--- config.mk ---
export PLATFORM = sky130hd
export DESIGN_NAME = traffic_signal_fsm
export DESIGN_NICKNAME = d
export VERILOG_FILES = /design/src/rtl/traffic_signal_fsm.sv
export SDC_FILE = /design/constraint.sdc
export NUM_CORES = 1
export LEC_CHECK = 0
export BUFFER_PORTS_ARGS = -buffer_cell sky130_fd_sc_hd__clkbuf_2
export CAP_MARGIN = 10
export CORE_UTILIZATION = 35
export CTS_CLUSTER_DIAMETER = 30
export DETAILED_ROUTE_END_ITERATION = 8
export REMOVE_ABC_BUFFERS = 1
export SYNTH_ARGS = -nofsm -noshare
export SYNTH_HDL_FRONTEND = slang
export SYNTH_SLANG_ARGS = --single-unit
--- constraint.sdc ---
create_clock -name clk -period 2.3 [get_ports clk]
set_clock_uncertainty 0.1 [all_clocks]
set_input_delay 0.23 -clock clk [delete_from_list [all_inputs] [get_ports clk]]
set_output_delay 0.23 -clock clk [all_outputs]
set_load 0.05 [all_outputs]
--- src/rtl/traffic_signal_fsm.sv ---
// traffic_signal_fsm: RED -> GREEN -> YELLOW Moore traffic-light controller with registered one-hot lamps
// Optional TRAFFIC_SIGNAL_POWERON_INIT_EN gives state, counter and lamps power-on values so no reset is needed.
module traffic_signal_fsm #(
   parameter int RED_CYCLES    = 4,
   parameter int GREEN_CYCLES  = 4,
   parameter int YELLOW_CYCLES = 2
) (
   input  logic       clk,
   input  logic       rst,
   output logic [2:0] light
);
   localparam logic [1:0] S_RED    = 2'd0;
   localparam logic [1:0] S_GREEN  = 2'd1;
   localparam logic [1:0] S_YELLOW = 2'd2;
   localparam logic [15:0] RED_LAST    = 16'(RED_CYCLES - 1);
   localparam logic [15:0] GREEN_LAST  = 16'(GREEN_CYCLES - 1);
   localparam logic [15:0] YELLOW_LAST = 16'(YELLOW_CYCLES - 1);
   if (RED_CYCLES < 1 || RED_CYCLES > 65535 || GREEN_CYCLES < 1 || GREEN_CYCLES > 65535 ||
       YELLOW_CYCLES < 1 || YELLOW_CYCLES > 65535) begin : g_bad_param
      $error("traffic_signal_fsm: phase lengths must be in 1..65535");
   end
`ifdef TRAFFIC_SIGNAL_POWERON_INIT_EN
   logic [1:0]  state   = S_RED;
   logic [15:0] cnt     = '0;
   logic [2:0]  light_q = 3'b100;
`else
   logic [1:0]  state;
   logic [15:0] cnt;
   logic [2:0]  light_q;
`endif
   logic [1:0]  state_n;
   logic [15:0] cnt_n;
   logic [15:0] last;
   logic [2:0]  light_n;
   logic        done;
   logic        illegal;
   assign light = light_q;
   // the lamp register is loaded from the next state so it moves on the same edge as the state
   always_comb begin
      illegal = state == 2'd3;
      last    = state == S_RED ? RED_LAST : state == S_GREEN ? GREEN_LAST : YELLOW_LAST;
      done    = cnt >= last;
      state_n = illegal ? S_RED :
                !done ? state :
                state == S_RED ? S_GREEN :
                state == S_GREEN ? S_YELLOW : S_RED;
      cnt_n   = (illegal || done) ? 16'd0 : cnt + 16'd1;
      light_n = state_n == S_GREEN ? 3'b001 : state_n == S_YELLOW ? 3'b010 : 3'b100;
   end
   always_ff @(posedge clk) begin
      if (rst) begin
         state   <= S_RED;
         cnt     <= '0;
         light_q <= 3'b100;
      end else begin
         state   <= state_n;
         cnt     <= cnt_n;
         light_q <= light_n;
      end
   end
endmodule

; ---- Yosys cells after proc, flatten, opt, wreduce, memory -nomap -nowiden
; Cells that the tools add are included.
[op_classes]
add_sub_neg = 1
order_cmp = 1
n_eq_ne = 4
n_mux = 8
reduce_logical = 4
[op_table]
columns = op, count
row1 = adder 16 x 1 -> 16 bit (second input constant), 1
row2 = greater-or-equal comparator 16 x 2 -> 1 bit, 1
row3 = two-way mux 2 bit, 6
row4 = two-way mux 3 bit, 2
row5 = == test 2 x 1 -> 1 bit (second input constant), 2
row6 = == test 2 bit (second input constant), 2
row7 = OR reduction 2 bit, 2
row8 = zero test 2 bit, 1
row9 = logical OR 1 bit, 1
[word_totals]
ff_bits = 21
in_bits = 2
out_inout_bits = 3
wordCells = 22

; ---- Depth between registers and ports, before layout
[logic_depth]
ltp_word = 9
mapped_depth = 9
mapped_depth_nobuf = 7

; ---- Worst setup path before layout
; OpenSTA, ideal clock, no wires.
[synth_path]
kind = register to register
startpoint = register state[1]
endpoint = register light_q[2], in the netlist light[2]
setup_ns = 0.123
arrival_time_ns = 1.862
required_ns = 2.077
path_slack_ns = 0.214
stages_incl_launch_ff = 10
n_path_buf = 2
path_cell_list = dfxtp_1 > clkbuf_1 > ha_1 > nand2_1 > nand3_1 > or2_0 > buf_2 > o21a_1 > ha_1 > or2_2
[synth_between]
elab_chain_len = 9
word_cells_on_any_way = 14
classes_between = order compare: 1 / eq/ne: 4 / mux: 8 / reduce/logical: 1
[synth_rtl]
columns = element, line
row1 = "start, declared", 27  ; logic [1:0] state;
row2 = "start signal, assigned", 56  ; state <= state_n;
row3 = == test 2 x 1 -> 1 bit, "41, 46"
row4 = two-way mux 2 bit (2 in series), 41  ; last = state == S_RED ? RED_LAST : state == S_GREEN ? GREEN_LAST : YELLOW_LAST;
row5 = greater-or-equal comparator 16 x 2 -> 1 bit, 42  ; done = cnt >= last;
row6 = two-way mux 2 bit, 44  ; !done ? state :
row7 = two-way mux 2 bit (*), 43  ; state_n = illegal ? S_RED :
row8 = == test 2 bit, 48  ; light_n = state_n == S_GREEN ? 3'b001 : state_n == S_YELLOW ? 3'b010 : 3'b100;
row9 = two-way mux 3 bit, 48
row10 = two-way mux 3 bit (*), 48
row11 = via light_n[2], 34  ; logic [2:0] light_n;
row12 = "end signal, assigned", 58  ; light_q <= light_n;
row13 = "end, declared", 29  ; logic [2:0] light_q;
; The timed path passes the listed nets; every way through them passes the cells marked *.
; A chain may end at the register's enable or synchronous reset.

; ---- Final worst setup path
[layout_path]
startpoint = register state[1]
endpoint = register light_q[2], in the netlist light[2]
[layout_between]
elab_chain_len = 9
word_cells_on_any_way = 14
classes_between = order compare: 1 / eq/ne: 4 / mux: 8 / reduce/logical: 1
[layout_rtl]
columns = element, line
row1 = == test 2 x 1 -> 1 bit, "41, 46"
row2 = two-way mux 2 bit (2 in series), 41
row3 = greater-or-equal comparator 16 x 2 -> 1 bit, 42
row4 = two-way mux 2 bit, 44
row5 = two-way mux 2 bit (*), 43
row6 = via state_n[1], 31  ; logic [1:0] state_n;
row7 = == test 2 bit, 48
row8 = two-way mux 3 bit, 48
row9 = two-way mux 3 bit (*), 48
row10 = via light_n[2], 34
; Marks and branches as above.

==> flow_summary.toml <==
[placed_design]
gp_congestion = 0.6511
placed_cells = 99
portBuffers = 4
place.detailed.hpwl_microns = 649.7

[critical_path]
crit_start = "state[1]$_SDFF_PP0_"
worstReg2RegStart = "state[1]$_SDFF_PP0_"
critPathTopFamily = "simple AND/OR/NAND/NOR gates"
crit_type = "reg2reg"
crit_top_cell = "ha_1"
max_stage_delay_ns = 0.35
path_buf_inv = 0
critPathSlowestCell = "dfxtp_1"
critPathLaunchType = "register"
r2r_cells = 7
worstPathRequired_ns = 2.40
reg2reg_to = "light[2]$_SDFF_PP1_"
r2r_slack_ns = 0.27
path_cells = "ha_1 -> nor3_1 -> nand3_1 -> nor2_1 -> mux2i_1 -> ha_1 -> or2_2"
critPathArrivalTime_ns = 2.12
worstSetupEndpoint = "light[2]$_SDFF_PP1_"
critPathCaptureType = "register"
path_max_fanout = 5
path_depth = 7

[clock_tree]
worstSkewPairLatency_ns = 0.29
cts_root_buffer = "clkbuf_4"
cts_resized = 0
cts-hold-fix-buffers = 0
htreeDepth = 1
cts.path.max_buffers = 2
clk_pin_slew_worst_paths_ns = 0.11
cts.sink_count = 21
cts_buffers = 3
post-cts-setup-buffer-count = 0
cts_tree = "done"

[floorplanning]
die_w_microns = 46.14
die_h_microns = 46.14
rows = 15
start_util_pct = 38.25
die_area_sq_um = 2129
top_level_ports = 5
core-area_sq_um = 1783

[global_route]
grt_pass1_wl_mm = 1.587
grt_max_degree = 12
antenna_found_initial = 0
grt_pass1_vias = 387
grt_use_total_pct = 11.25
grt_overflow = 0

[logic_synthesis]
ys_seq_area_share_pct = 61.65
netlist.area_leader.share_pct = 61.65
synth_cell_types = 25
yosys_warnings = 0
synth_edf_count = 0
async_reset_ff_share_pct = 0
synth_area_per_cell_sq_um = 11.56
synthCells = 59
synth_ff_type = "dfxtp_1"
yosys.area.top_type = "dfxtp_1"
yosys-top-cells-area = "dfxtp_1 (62%), ha_1 (7.3%), mux2_2 (3.3%), nor3_1 (2.9%), nand2b_1 (1.8%)"
synthesis.area_sq_um = 681.9
synth_seq_cells = 21

[cells_and_area]
antenna_cells = 0
fin_cells = 103
final_common_cell = "dfxtp_1"
layout.nets = 85
final_cell_mix = "dfxtp_1 (21), conb_1 (13), nor3_1 (4), ha_1 (4), clkbuf_2 (4)"
synthToLayoutAreaGrowth_pct = 17.80
drive_gt1_share_pct = 16.67

[power_and_ir_drop]
power_leakage_uw = 0.0003382
powerDensity_nw_per_um2 = 767.0
vdd_drop_max_mv = 0.3978

[min_path]
hold-path-cell-count = 2
hold_path_class = "in2reg"

[timing]
period_needed_ns = 2.028
fin_tns_setup_ns = 0
max_freq_ghz = 0.4931
maxSlewViolCount = 0
whs_ns = 0.08055
finalCritPeriodShare_pct = 88.17
rsz0062_at_grt = "false"
setup_viol = 0
final-hold-violation-count = 0

[route]
drt_wl_total_microns = 875
drt-pass1-iter-count = 2
drtAntennaViolNets = 0
avgRoutedWirePerCell_microns = 8.495
vias = 412
vias_per_cell = 4.000
drc = 0
drtIter0Drc = 2

[status]
status = "finished clean"

[flow_run]
cap_violations = 0
## synth_stat cells (2+ instances only)
master    count
nor4_1        2
nand2_1       2
or2_2         2
o21ai_0       2
nor3_1        4
dfxtp_1      21
mux2_2        2
nand2b_1      2
nor2_1        3
ha_1          4
## state kept, by name, summed over array words and instances (netlist names)
name and count:
state 2, cnt 16, light 3
## final cells by class
| class | count | area (sq um) |
|---|---|---|
| Sequential cell | 21 | 420.4 |
| Tap cell | 25 | 31.28 |
| Timing Repair Buffer | 5 | 27.53 |
| Inverter | 1 | 3.754 |
| Clock buffer | 4 | 26.28 |
| Multi-Input combinational cell | 47 | 294.0 |
| Fill cell | 187 | 979.7 |
## report_power, final
| part | internal, uW | total (uW) | switching (uW) |
|---|---|---|---|
| registers | 383 | 390 | 7.01 |
| logic | 20.6 | 56.9 | 36.3 |
| clock network | 67.5 | 169 | 101 |
| total | 472 | 616 | 145 |
## worst register-to-register path, stage by stage (launching register included)
cell and delay [ns]:
dfxtp_1 0.35, ha_1 0.18, nor3_1 0.15, nand3_1 0.16
nor2_1 0.28, mux2i_1 0.23, ha_1 0.24, or2_2 0.26
## through the flow
| stage | setup slack (ns) | total power (uW) | area [sq um] | utilization [%] |
|---|---|---|---|---|
| final | 0.2721 | 616.1 | 803.3 | 45.05 |
| after global routing | 0.05046 | 648.0 | 803.3 | 45.05 |
| after CTS | 0.2430 | 625.3 | 803.3 | 45.05 |
| after detailed placement | 0.2560 | 456.2 | 777.0 | 43.58 |
| after global placement | 0.2573 | 456.0 | 777.0 | 43.58 |
| after floorplan | 0.3176 | 443.3 | 718.2 | - |
## per-layer routing
| layer | vias up | track usage (%) | wire (microns) |
|---|---|---|---|
| li1 | 224 | - | - |
| met5 | - | 0 | 0 |
| met3 | 2 | 3.529 | 22 |
| met4 | 0 | 8.824 | 12 |
| met1 | 182 | 13.59 | 456 |
| met2 | 4 | 16.34 | 384 |
## how the worst min path moves through the flow
stage	startpoint	endpoint	slack (ns)
CTS	rst	light[0]$_SDFF_PP0_	0.07
detailed placement	cnt[0]$_SDFF_PP0_	cnt[0]$_SDFF_PP0_	0.35
global route	rst	light[0]$_SDFF_PP0_	0.08
finish	rst	light[0]$_SDFF_PP0_	0.08
global placement	cnt[0]$_SDFF_PP0_	cnt[0]$_SDFF_PP0_	0.34
floorplan	rst	light[0]$_SDFF_PP0_	0.20
## logic make-up (layout without fill, tap and decap cells)
kind of cell / after synthesis / count (layout) / synth area share [%]
muxes: 3 / 3 / 4.770
and+or+nand+nor: 20 / 20 / 16.70
AOI/OAI and AO/OA: 6 / 6 / 5.873
adders and majority gates: 4 / 4 / 7.340
DFF: 21 / 21 / 61.65
xor gates and xnor gates: 1 / 1 / 1.285
other: 1 / 13 / 0.5499
buffers and inverters: 3 / 10 / 1.833
Power figures use the tool's default switching activity.
